--- src/rtl/interleaver_pkg.sv ---
// -----------------------------------------------------------------------------
// interleaver_pkg
// Shared types and helpers for the ping-pong row/column interleaver controller.
//   bank_state_t : per-bank occupancy (EMPTY / FULL)
//   wr_state_t   : write-side sequencer state (FILL / PAD)
//   DEF_ROWS/COLS: default block geometry
//   perm_addr()  : transposed read address for a given read count
// -----------------------------------------------------------------------------
package interleaver_pkg;

    typedef enum logic {
        BANK_EMPTY = 1'b0,
        BANK_FULL  = 1'b1
    } bank_state_t;

    typedef enum logic {
        W_FILL = 1'b0,
        W_PAD  = 1'b1
    } wr_state_t;

    localparam int unsigned DEF_ROWS = 4;
    localparam int unsigned DEF_COLS = 4;

    // Bits are written row-major; reading walks down each column first.
    // With power-of-two geometry the mod/div reduce to bit slicing.
    function automatic int unsigned perm_addr(input int unsigned rcnt,
                                              input int unsigned rows,
                                              input int unsigned cols);
        return (rcnt % rows) * cols + (rcnt / rows);
    endfunction

endpackage

--- src/rtl/interleaver_bank_state.sv ---
// -----------------------------------------------------------------------------
// interleaver_bank_state
// Occupancy tracker for one interleaver memory bank.
//   clk       in  system clock
//   rst       in  asynchronous active-low reset
//   set_full  in  write side completed this bank (honoured only when EMPTY)
//   set_last  in  frame-end flag captured together with set_full
//   clr_full  in  read side drained this bank (honoured only when FULL)
//   full      out bank holds a complete block
//   last_flag out the block in this bank closes a frame
// -----------------------------------------------------------------------------
// state      | meaning
// -----------+-----------------------------------------------
// BANK_EMPTY | bank free, may be filled by the write side
// BANK_FULL  | complete block stored, waiting to be drained
// -----------------------------------------------------------------------------
module interleaver_bank_state
    import interleaver_pkg::*;
(
    input  logic clk,
    input  logic rst,
    input  logic set_full,
    input  logic set_last,
    input  logic clr_full,
    output logic full,
    output logic last_flag
);

    bank_state_t state;

    always_ff @(posedge clk or negedge rst) begin
        if (!rst) begin
            state     <= BANK_EMPTY;
            last_flag <= 1'b0;
        end else begin
            case (state)
                BANK_EMPTY: begin
                    if (set_full) begin
                        state     <= BANK_FULL;
                        last_flag <= set_last;
                    end
                end
                BANK_FULL: begin
                    if (clr_full) begin
                        state     <= BANK_EMPTY;
                        last_flag <= 1'b0;
                    end
                end
            endcase
        end
    end

    assign full = (state == BANK_FULL);

endmodule

--- src/rtl/interleaver_ctrl.sv ---
// -----------------------------------------------------------------------------
// interleaver_ctrl
// Address/bank sequencer for a ping-pong row/column bit interleaver. Bits are
// accepted serially and written row-major into one bank while the other bank
// is read back column-major. A frame ending mid-block is padded with zeros.
//   clk        in  system clock, rising edge
//   rst        in  asynchronous active-low reset
//   in_valid   in  upstream bit valid
//   in_last    in  final bit of the frame (qualified by in_valid)
//   in_ready   out controller accepts a bit this cycle
//   wr_en      out write strobe to bank wr_bank
//   wr_pad     out write a zero instead of the input bit
//   wr_bank    out bank being filled
//   wr_addr    out linear write address
//   rd_bank    out bank being drained
//   rd_addr    out transposed read address (datapath reads combinationally)
//   out_valid  out output bit presented
//   out_ready  in  downstream accepts the output bit
//   out_last   out last output bit of the frame
//   busy       out a bank is FULL or padding is in progress
// -----------------------------------------------------------------------------
// state  | meaning
// -------+-----------------------------------------------------------
// W_FILL | accepting input bits into wr_bank while that bank is EMPTY
// W_PAD  | frame ended early; writing zeros up to the end of the block
// -----------------------------------------------------------------------------
module interleaver_ctrl
    import interleaver_pkg::*;
#(
    parameter  int unsigned ROWS = DEF_ROWS,
    parameter  int unsigned COLS = DEF_COLS,
    localparam int unsigned N    = ROWS * COLS,
    localparam int unsigned AW   = $clog2(N)
)
(
    input  logic          clk,
    input  logic          rst,
    input  logic          in_valid,
    input  logic          in_last,
    output logic          in_ready,
    output logic          wr_en,
    output logic          wr_pad,
    output logic          wr_bank,
    output logic [AW-1:0] wr_addr,
    output logic          rd_bank,
    output logic [AW-1:0] rd_addr,
    output logic          out_valid,
    input  logic          out_ready,
    output logic          out_last,
    output logic          busy
);

    localparam logic [AW-1:0] LAST_ADDR = AW'(N - 1);

    wr_state_t     wstate;
    logic [AW-1:0] wcnt;
    logic [AW-1:0] rcnt;
    logic          run;

    logic [1:0]    bank_full;
    logic [1:0]    bank_last;
    logic [1:0]    set_full;
    logic [1:0]    clr_full;
    logic          set_last;

    logic          accept;
    logic          wr_done;
    logic          rd_hs;
    logic          rd_done;

    // Write side ------------------------------------------------------------
    // run keeps in_ready low while reset is held and for the first edge after.
    assign in_ready = run & (wstate == W_FILL) & ~bank_full[wr_bank];
    assign accept   = in_valid & in_ready;
    assign wr_pad   = (wstate == W_PAD);
    assign wr_en    = accept | wr_pad;
    assign wr_addr  = wcnt;
    assign wr_done  = wr_en & (wcnt == LAST_ADDR);
    // A padded block always ends a frame; a full block ends one only if the
    // final bit carried in_last.
    assign set_last = wr_pad | in_last;

    always_ff @(posedge clk or negedge rst) begin
        if (!rst) begin
            wstate  <= W_FILL;
            wcnt    <= '0;
            wr_bank <= 1'b0;
            run     <= 1'b0;
        end else begin
            run <= 1'b1;
            case (wstate)
                W_FILL: begin
                    if (accept) begin
                        if (wcnt == LAST_ADDR) begin
                            wcnt    <= '0;
                            wr_bank <= ~wr_bank;
                        end else begin
                            wcnt <= wcnt + 1'b1;
                            if (in_last) begin
                                wstate <= W_PAD;
                            end
                        end
                    end
                end
                W_PAD: begin
                    if (wcnt == LAST_ADDR) begin
                        wcnt    <= '0;
                        wr_bank <= ~wr_bank;
                        wstate  <= W_FILL;
                    end else begin
                        wcnt <= wcnt + 1'b1;
                    end
                end
            endcase
        end
    end

    // Read side -------------------------------------------------------------
    assign out_valid = bank_full[rd_bank];
    assign rd_hs     = out_valid & out_ready;
    assign rd_done   = rd_hs & (rcnt == LAST_ADDR);
    assign out_last  = out_valid & bank_last[rd_bank] & (rcnt == LAST_ADDR);
    assign rd_addr   = AW'(perm_addr(32'(rcnt), ROWS, COLS));

    always_ff @(posedge clk or negedge rst) begin
        if (!rst) begin
            rcnt    <= '0;
            rd_bank <= 1'b0;
        end else if (rd_hs) begin
            if (rcnt == LAST_ADDR) begin
                rcnt    <= '0;
                rd_bank <= ~rd_bank;
            end else begin
                rcnt <= rcnt + 1'b1;
            end
        end
    end

    // Bank occupancy ----------------------------------------------------------
    // The bank being filled is always EMPTY and the bank being drained always
    // FULL, so a completing write and a completing read never hit the same bank.
    always_comb begin
        set_full          = '0;
        clr_full          = '0;
        set_full[wr_bank] = wr_done;
        clr_full[rd_bank] = rd_done;
    end

    for (genvar b = 0; b < 2; b++) begin : g_bank
        interleaver_bank_state u_bank (
            .clk       (clk),
            .rst       (rst),
            .set_full  (set_full[b]),
            .set_last  (set_last),
            .clr_full  (clr_full[b]),
            .full      (bank_full[b]),
            .last_flag (bank_last[b])
        );
    end

    assign busy = (|bank_full) | wr_pad;

endmodule

--- config.mk ---
export PLATFORM = sky130hd
export DESIGN_NAME = interleaver_ctrl
export DESIGN_NICKNAME = d
export VERILOG_FILES = /design/src/rtl/interleaver_pkg.sv /design/src/rtl/interleaver_bank_state.sv /design/src/rtl/interleaver_ctrl.sv
export SDC_FILE = /design/constraint.sdc
export NUM_CORES = 1
export LEC_CHECK = 0
export ABC_AREA = 1
export CORE_UTILIZATION = 51
export CTS_CLUSTER_SIZE = 25
export DETAILED_ROUTE_END_ITERATION = 7
export PLACE_DENSITY = 0.82
export SYNTH_ARGS = -nofsm -noshare
export SYNTH_HDL_FRONTEND = slang
export SYNTH_HIERARCHICAL = 1
export SYNTH_SLANG_ARGS = --single-unit
--- constraint.sdc ---
create_clock -name clk -period 3.1 [get_ports clk]
set_input_delay 0.465 -clock clk [delete_from_list [all_inputs] [get_ports clk]]
set_output_delay 0.465 -clock clk [all_outputs]
set_load 0.01 [all_outputs]
## Word-level counts from Yosys, hierarchy flattened

Cells that the tools add are included.

| word-level totals | value |
|---|---|
| bits in registers | 16 |
| input bits | 5 |
| output and inout bits | 16 |
| logic and storage cells | 83 |

| cells by class | value |
|---|---|
| add/sub/neg operators | 3 |
| magnitude comparators | 4 |
| eq/ne operators | 7 |
| mux-type cells | 34 |
| bitwise logic cells | 19 |
| reduce and logical (&&, ||, !) cells | 6 |

Operators with widths:

| operator | count |
|---|---|
| $mux W1 | 22 |
| $mux W4 | 3 |
| $pmux W1 S2 | 6 |
| $ne A2 B2 Y1 const B | 5 |
| $add A4 B1 Y4 const B | 2 |
| $and A1 B1 Y1 | 8 |
| $eq A4 B4 Y1 const B | 2 |
| $pmux W4 S2 | 1 |
| $not A1 Y1 | 6 |
| $reduce_and A2 Y1 | 3 |
| $add A4 B2 Y4 | 1 |
| $and A2 B2 Y2 | 2 |
| $lt A1 B2 Y1 const B | 2 |
| $or A1 B1 Y1 | 3 |
| $demux W1 S1 | 2 |
| $ge A1 B1 Y1 const B | 2 |
| $logic_and A1 B1 Y1 | 2 |
| $reduce_or A2 Y1 | 1 |

## Logic depth before layout (Yosys ltp)

Gate-level depths: netlist of run 1.

| depth | value |
|---|---|
| depth after elaboration | 10 |
| gate-level depth with buffers | 9 |
| depth with buffers taken out | 9 |

## By module

Netlist of run 1, hierarchy kept.

By module, submodules not included:

| module | times used | cells an instance | area an instance (µm²) | seq. area each (µm²) |
|---|---|---|---|---|
| interleaver_ctrl | 1 | 87 | 695.7 | 300.3 |
| interleaver_bank_state | 2 | 9 | 80.1 | 50.0 |

## Least setup slack after synthesis of run 1

Ideal clock, no wire load.

| timing path | value |
|---|---|
| kind | register to output |
| start point | reg rcnt[0] |
| end point | out out_last |
| data arrival time | 1327 ps |
| data required time | 2635 ps |
| path slack | 1308 ps |
| cell stages (with the launch flop) | 6 |
| buffers on the path | 0 |
| path through | dfrtp_1 > ha_1 > clkinv_4 > nor2_2 > inv_1 > nor4_1 |

| on the way | value |
|---|---|
| cells in the longest elaborated chain, start to end | 2 |

Ends and longest elaborated chain:

| what | RTL line | RTL |
|---|---|---|
| from (decl) | interleaver_ctrl.sv:57 | `logic [AW-1:0] rcnt;` |
| from (signal assigned) | interleaver_ctrl.sv:134 | `rcnt <= rcnt + 1'b1;` |
| $eq A4 B4 Y1 | interleaver_ctrl.sv:122 | `assign out_last = out_valid & bank_last[rd_bank] & (rcnt == LAST_ADDR);` |
| $and A1 B1 Y1 | interleaver_ctrl.sv:122 |  |
| to (decl) | interleaver_ctrl.sv:49 | `output logic out_last,` |

Every way passes these cells.

## Final worst setup path of run 1

Same ends and word-level chain as after synthesis.

==> impl_metrics.toml, run 1 <==
[clocking]
numCtsBuffers = 3
cts-root-buf = "clkbuf_4"
cts_tree = "yes"
postCtsSetupBuffers = 0
cts_sinks = 16
cts_max_level = 1
cts_buffer_depth = 2
clk_transition_reported_paths_ps = 80
ctsHoldBuffers = 0
clock_latency_ps = 280
cts.repair.resized = 0

[yosys]
synth_nets = 112
synthesis.area_um2 = 856
synth_warnings = 6
synth_edf_count = 0
synthFlopType = "dfrtp_1"
ys_async_sr_fraction_pct = 100
netlist_top_cells_area = "dfrtp_1 (47%), nand2_1 (11%), nand3_1 (8.2%)"
syn_inst = 105
ys_ff_latch = 16
synth.most_common_cell = "nand2_1"
syn_area_per_cell_um2 = 8.15
synth_common_cells = "nand2_1 (26), dfrtp_1 (16), inv_1 (14), nand3_1 (14), nor2_1 (9)"
synth_top_area_share_pct = 46.8
synth_seq_area_share_pct = 46.8
ys_types = 22
synth_top_cell_by_area = "dfrtp_1"

[critical_path]
timing.rr.start = "wr_pad"
cp.arrival_ps = 2030
reg2reg_to = "g_bank[1].u_bank/last_flag"
critPathCaptureType = "primary output"
rr_worst_depth = 8
start_kind = "flip-flop"
crit_type = "flip-flop to primary output"
r2r_slack_ps = 1650
path_max_fanout = 5
crit_required_ps = 2630

[sta]
fin_crit_ps = 2500
layout_setup_ws_ps = 603
tightest_slew_ps = 680
finalMaxSlewViolations = 0
fmax_mhz = 400
finalHoldViolCount = 0
rsz0062_at_grt = "no"
relSlewSlack_pct = 54.5
finalSetupTns_ps = 0
fin_crit_sh_pct = 80.5
finalSetupViolations = 0
fin_worst_skew_ps = 5.94

[global_route]
grt_pass1_wl_mm = 2.73
grt_max_degree = 17
gr-usage-all-layers_pct = 19.9
grt_pass1_vias = 663
grt_remaining_overflow = 0
antenna_found_initial = 0

[placement]
gp_congestion = 0.899
portBuffers = 20
dp_hpwl_mm = 1.30
dp_worst_setup_slack_ps = 837

[drt]
vias = 739
wirelength_mm = 1.59
wl_per_cell_um = 10.9
viasPerCell = 5.10
ant_nets = 0
drc = 0
first_pass_iters = 4
drt_iter0_drc = 20

[flow_run]
drv_cap = 0

[floorplan]
num_rows = 14
dieArea_um2 = 1850
io_pins = 21
start_util_pct = 55.5
core_area_um2 = 1540
die_h_um = 43.0
die_w_um = 43.0

[final_layout]
num-fill-cells = 116
regArea_um2 = 400
area_growth_pct = 30.0
fin_nets = 137
multi_input_area_um2 = 390
drive_above_1_share_pct = 11.6
n_antenna_cell = 0

[min_path]
hp-class = "flip-flop to flip-flop"
min_to = "g_bank[0].u_bank/last_flag"
hold_depth = 2
hp-start = "g_bank[0].u_bank/last_flag"

[run_status]
outcome = "complete, no violations"

[pwr]
power_density_nw_per_um2 = 761
ir_drop_uv = 460
leakage_nw = 0.556
[cell usage in the layout (no fill, tap or decap)]
cell type,synthesis,final
and3_1,1,1
clkbuf_4,0,3
clkbuf_8,0,1
clkdlybuf4s50_1,0,20
clkinv_4,1,1
conb_1,1,1
dfrtp_1,16,16
ha_1,2,2
inv_1,14,14
inv_2,1,1
nand2_1,26,26
nand2_2,2,2
nand2_4,1,1
nand3_1,14,14
nand3b_1,1,1
nand4_2,1,1
nor2_1,9,9
nor2_2,2,2
nor2_4,1,1
nor4_1,1,1
o21a_1,1,1
o21ai_0,2,2
o21ai_1,2,2
o21ai_2,2,2
xor2_1,4,4
[power breakdown]
part | total (mW) | internal (mW) | switching [mW]
clock | 0.131 | 0.0714 | 0.0591
combinational | 0.377 | 0.191 | 0.186
sequential | 0.339 | 0.266 | 0.0732
total | 0.846 | 0.528 | 0.318
[kinds of logic after synthesis]
group	share of synthesized area [%]
AO/OA/AOI/OAI	5.26
other	0.438
XOR/XNOR	4.09
adder cells (fa/ha/maj)	2.92
buffers and inverters	7.60
flip-flops	46.8
AND/OR/NAND/NOR	32.9
[per-stage QoR]
stage / instance area [um2] / utilization [%] / power, mW / instances / hold slack, ps
floorplan: 856 / - / 0.548 / 105 / 169
global placement: 1080 / 69.8 / 0.711 / 141 / 492
detailed placement: 1080 / 69.8 / 0.723 / 141 / 498
CTS: 1110 / 72.2 / 0.856 / 145 / 519
global route: 1110 / 72.2 / 0.911 / 145 / 569
finish: 1110 / 72.2 / 0.846 / 145 / 517
[layer usage]
metal | track usage, % | up-vias | share of wire [%] | wire [um]
li1 | - | 383 | - | -
met5 | 0 | - | 0 | 0
met1 | 27.3 | 340 | 47 | 742
met4 | 3.64 | 0 | 0 | 0
met3 | 7.66 | 0 | 5.9 | 94
met2 | 30.6 | 16 | 47 | 750
[state kept, by name, summed over array words and instances (netlist names)]
| register | flops |
|---|---|
| wr_addr | 4 |
| g_bank.u_bank/full | 2 |
| g_bank.u_bank/last_flag | 2 |
| rcnt | 4 |
| wr_pad | 1 |
| run | 1 |
| wr_bank | 1 |
| rd_bank | 1 |
[worst max-delay path by stage]
stage | to | slack, ps | from | depth (start not counted)
2_1_floorplan | out_last | 1310 | rcnt[0] | 5
3_3_place_gp | wr_en | 860 | in_valid | 4
3_5_place_dp | wr_en | 840 | in_valid | 4
4_1_cts | out_last | 570 | rcnt[0] | 6
5_1_grt | out_last | 480 | rcnt[0] | 6
6_report | out_last | 600 | rcnt[0] | 6
[worst max-delay path, cell delays in order (launching register included)]
cell and delay (ps):
dfrtp_1 410, ha_1 220, clkinv_4 60, nor2_2 160, inv_1 70, nor4_1 240
clkdlybuf4s50_1 580
[layout make-up]
class	instances	share of cell area, %
sequential	16	36.0
tap	16	1.80
clock buffer	4	3.26
timing repair buffer	20	18.0
multi-input combinational	73	35.1
inverter	16	5.85
Power figures use the tool's default switching activity.
==> run 2: changes to the inputs <==
--- a/config.mk
+++ b/config.mk
@@ -6,10 +6,10 @@
 export NUM_CORES = 1
 export LEC_CHECK = 0
 export ABC_AREA = 1
-export CORE_UTILIZATION = 51
+export CORE_UTILIZATION = 43
 export CTS_CLUSTER_SIZE = 25
 export DETAILED_ROUTE_END_ITERATION = 7
-export PLACE_DENSITY = 0.82
+export PLACE_DENSITY = 0.74
 export SYNTH_ARGS = -nofsm -noshare
 export SYNTH_HDL_FRONTEND = slang
 export SYNTH_HIERARCHICAL = 1
==> constraint.sdc (replaced) <==
create_clock -name clk -period 2.15 [get_ports clk]
set_input_delay 0.3225 -clock clk [delete_from_list [all_inputs] [get_ports clk]]
set_output_delay 0.3225 -clock clk [all_outputs]
set_load 0.01 [all_outputs]
==> run 2 against run 1 <==
Effect of this change:
- wire length is 7.0% higher
- worst hold slack got worse by 70 ps
- clock-buffer cell count unchanged
- register-to-register slack lost 930 ps
- global-route usage down 1.3 points
- sequential share of layout area is 0.87 points lower
- clock skew is 1.9 ps lower
- highest routed layer is now met4
- design area grew 2.5%
- die area increased by 18%
- utilization down 8.9 points
- critical path depth fell by 2
- power grew 46%
==> impl_metrics.toml, run 2 (synthesis results as in run 1) <==
[run_status]
outcome = "complete, no violations"

[drt]
first_pass_iters = 4
wl_per_cell_um = 10.9
viasPerCell = 4.78
drc = 0
drt_iter0_drc = 8
ant_nets = 0
wirelength_mm = 1.70
vias = 745

[global_route]
grt_pass1_wl_mm = 2.74
antenna_found_initial = 0
grt_remaining_overflow = 0
gr-usage-all-layers_pct = 18.6
grt_max_degree = 17
grt_pass1_vias = 640

[final_layout]
regArea_um2 = 400
fin_util_pct = 63.3
drive_above_1_share_pct = 13.7
fin_nets = 139
multi_input_area_um2 = 393
fin_area_um2 = 1140
area_growth_pct = 33.2
final_cell_mix = "nand2_1 (26), clkdlybuf4s50_1 (19), dfrtp_1 (16)"
n_antenna_cell = 0
final_common_cell = "nand2_1"
num-fill-cells = 169

[critical_path]
crit_type = "flip-flop to primary output"
rr_worst_depth = 9
timing.rr.start = "rcnt[0]"
path_max_fanout = 9
reg2reg_to = "g_bank[1].u_bank/last_flag"
cp-startpoint = "wr_pad"
r2r_slack_ps = 720
critPathCaptureType = "primary output"
start_kind = "flip-flop"
crit_end = "wr_en"
crit_required_ps = 1830
cp.arrival_ps = 1720

[sta]
fin_crit_sh_pct = 95.0
fin_worst_skew_ps = 4.08
fin_crit_ps = 2040
fmax_mhz = 489
finalMaxSlewViolations = 0
finalHoldViolCount = 0
tightest_slew_ps = 691
finalSetupViolations = 0
relSlewSlack_pct = 53.8
finalSetupTns_ps = 0
rsz0062_at_grt = "no"

[placement]
placed_area_um2 = 1090
dp_hpwl_mm = 1.35
gp_congestion = 0.832
portBuffers = 20

[pwr]
ir_drop_uv = 510
power.total_mw = 1.24
power_density_nw_per_um2 = 1080
leakage_nw = 0.571

[floorplan]
core_area_um2 = 1800
die_h_um = 46.6
num_rows = 15
start_util_pct = 47.5
dieArea_um2 = 2170
io_pins = 21
die_w_um = 46.6

[clocking]
ctsHoldBuffers = 0
cts_sinks = 16
clk_transition_reported_paths_ps = 90
clock_latency_ps = 280
cts_buffer_depth = 2
cts_tree = "yes"
numCtsBuffers = 3
cts_max_level = 1
cts-root-buf = "clkbuf_4"

[min_path]
hp-class = "input port to async pin"

[flow_run]
drv_cap = 0
-- run 2: worst max-delay path: stages (launching register included) --
cell and delay [ps]:
dfrtp_1 430, nor2_2 160, nand4_2 160, nand2_4 140, clkdlybuf4s50_1 540
-- run 2: layout make-up --
class | instances | share of cell area (%)
Multi-Input combinational cell | 73 | 34.5
Tap cell | 25 | 2.74
Timing Repair Buffer | 22 | 18.8
Clock buffer | 4 | 3.18
Sequential cell | 16 | 35.1
Inverter | 16 | 5.71
-- run 2: how the worst min path moves through the flow --
stage / start / end / slack, ps / depth (start not counted)
finish: rst / wr_bank / 450 / 1
CTS: rst / g_bank[1].u_bank/full / 470 / 1
global route: rst / g_bank[1].u_bank/full / 510 / 1
global placement: g_bank[0].u_bank/last_flag / g_bank[0].u_bank/last_flag / 490 / 2
floorplan: rst / g_bank[0].u_bank/full / 30 / 0
detailed placement: g_bank[0].u_bank/last_flag / g_bank[0].u_bank/last_flag / 510 / 2
-- run 2: stage by stage --
stage          worst slack (ps)  hold WS [ps]  std cells
2_1_floorplan               501          26.9        105
3_3_place_gp                199           490        151
3_5_place_dp                164           506        151
4_1_cts                    28.0           471        155
5_1_grt                    3.27           512        156
6_report                    107           447        156
-- run 2: metal layers --
metal	global-route usage, %	vias to the layer above	routed length, um
li1	-	385	-
met5	0	-	0
met3	7.06	2	75
met1	22.9	347	809
met4	6.86	0	22
met2	29.4	11	790
-- run 2: power breakdown --
| part | switching [mW] | leakage, nW | internal (mW) |
|---|---|---|---|
| clock network | 0.0900 | 0.0210 | 0.103 |
| registers | 0.108 | 0.200 | 0.383 |
| logic | 0.272 | 0.350 | 0.280 |
-- run 2: what timing repair did --
action | in CTS | in global routing
setup buffers | 0 | 1
gates resized for setup | 1 | 1
endpoints found under the setup margin | 1 | 1
pin swaps | 0 | 1
==> run 3: changes to the inputs <==
--- a/config.mk
+++ b/config.mk
@@ -10,6 +10,7 @@
 export CTS_CLUSTER_SIZE = 25
 export DETAILED_ROUTE_END_ITERATION = 7
 export PLACE_DENSITY = 0.74
+export REMOVE_ABC_BUFFERS = 1
 export SYNTH_ARGS = -nofsm -noshare
 export SYNTH_HDL_FRONTEND = slang
 export SYNTH_HIERARCHICAL = 1
==> results of run 3 <==
Final layout, timing and power as in run 2 (identical DEF).
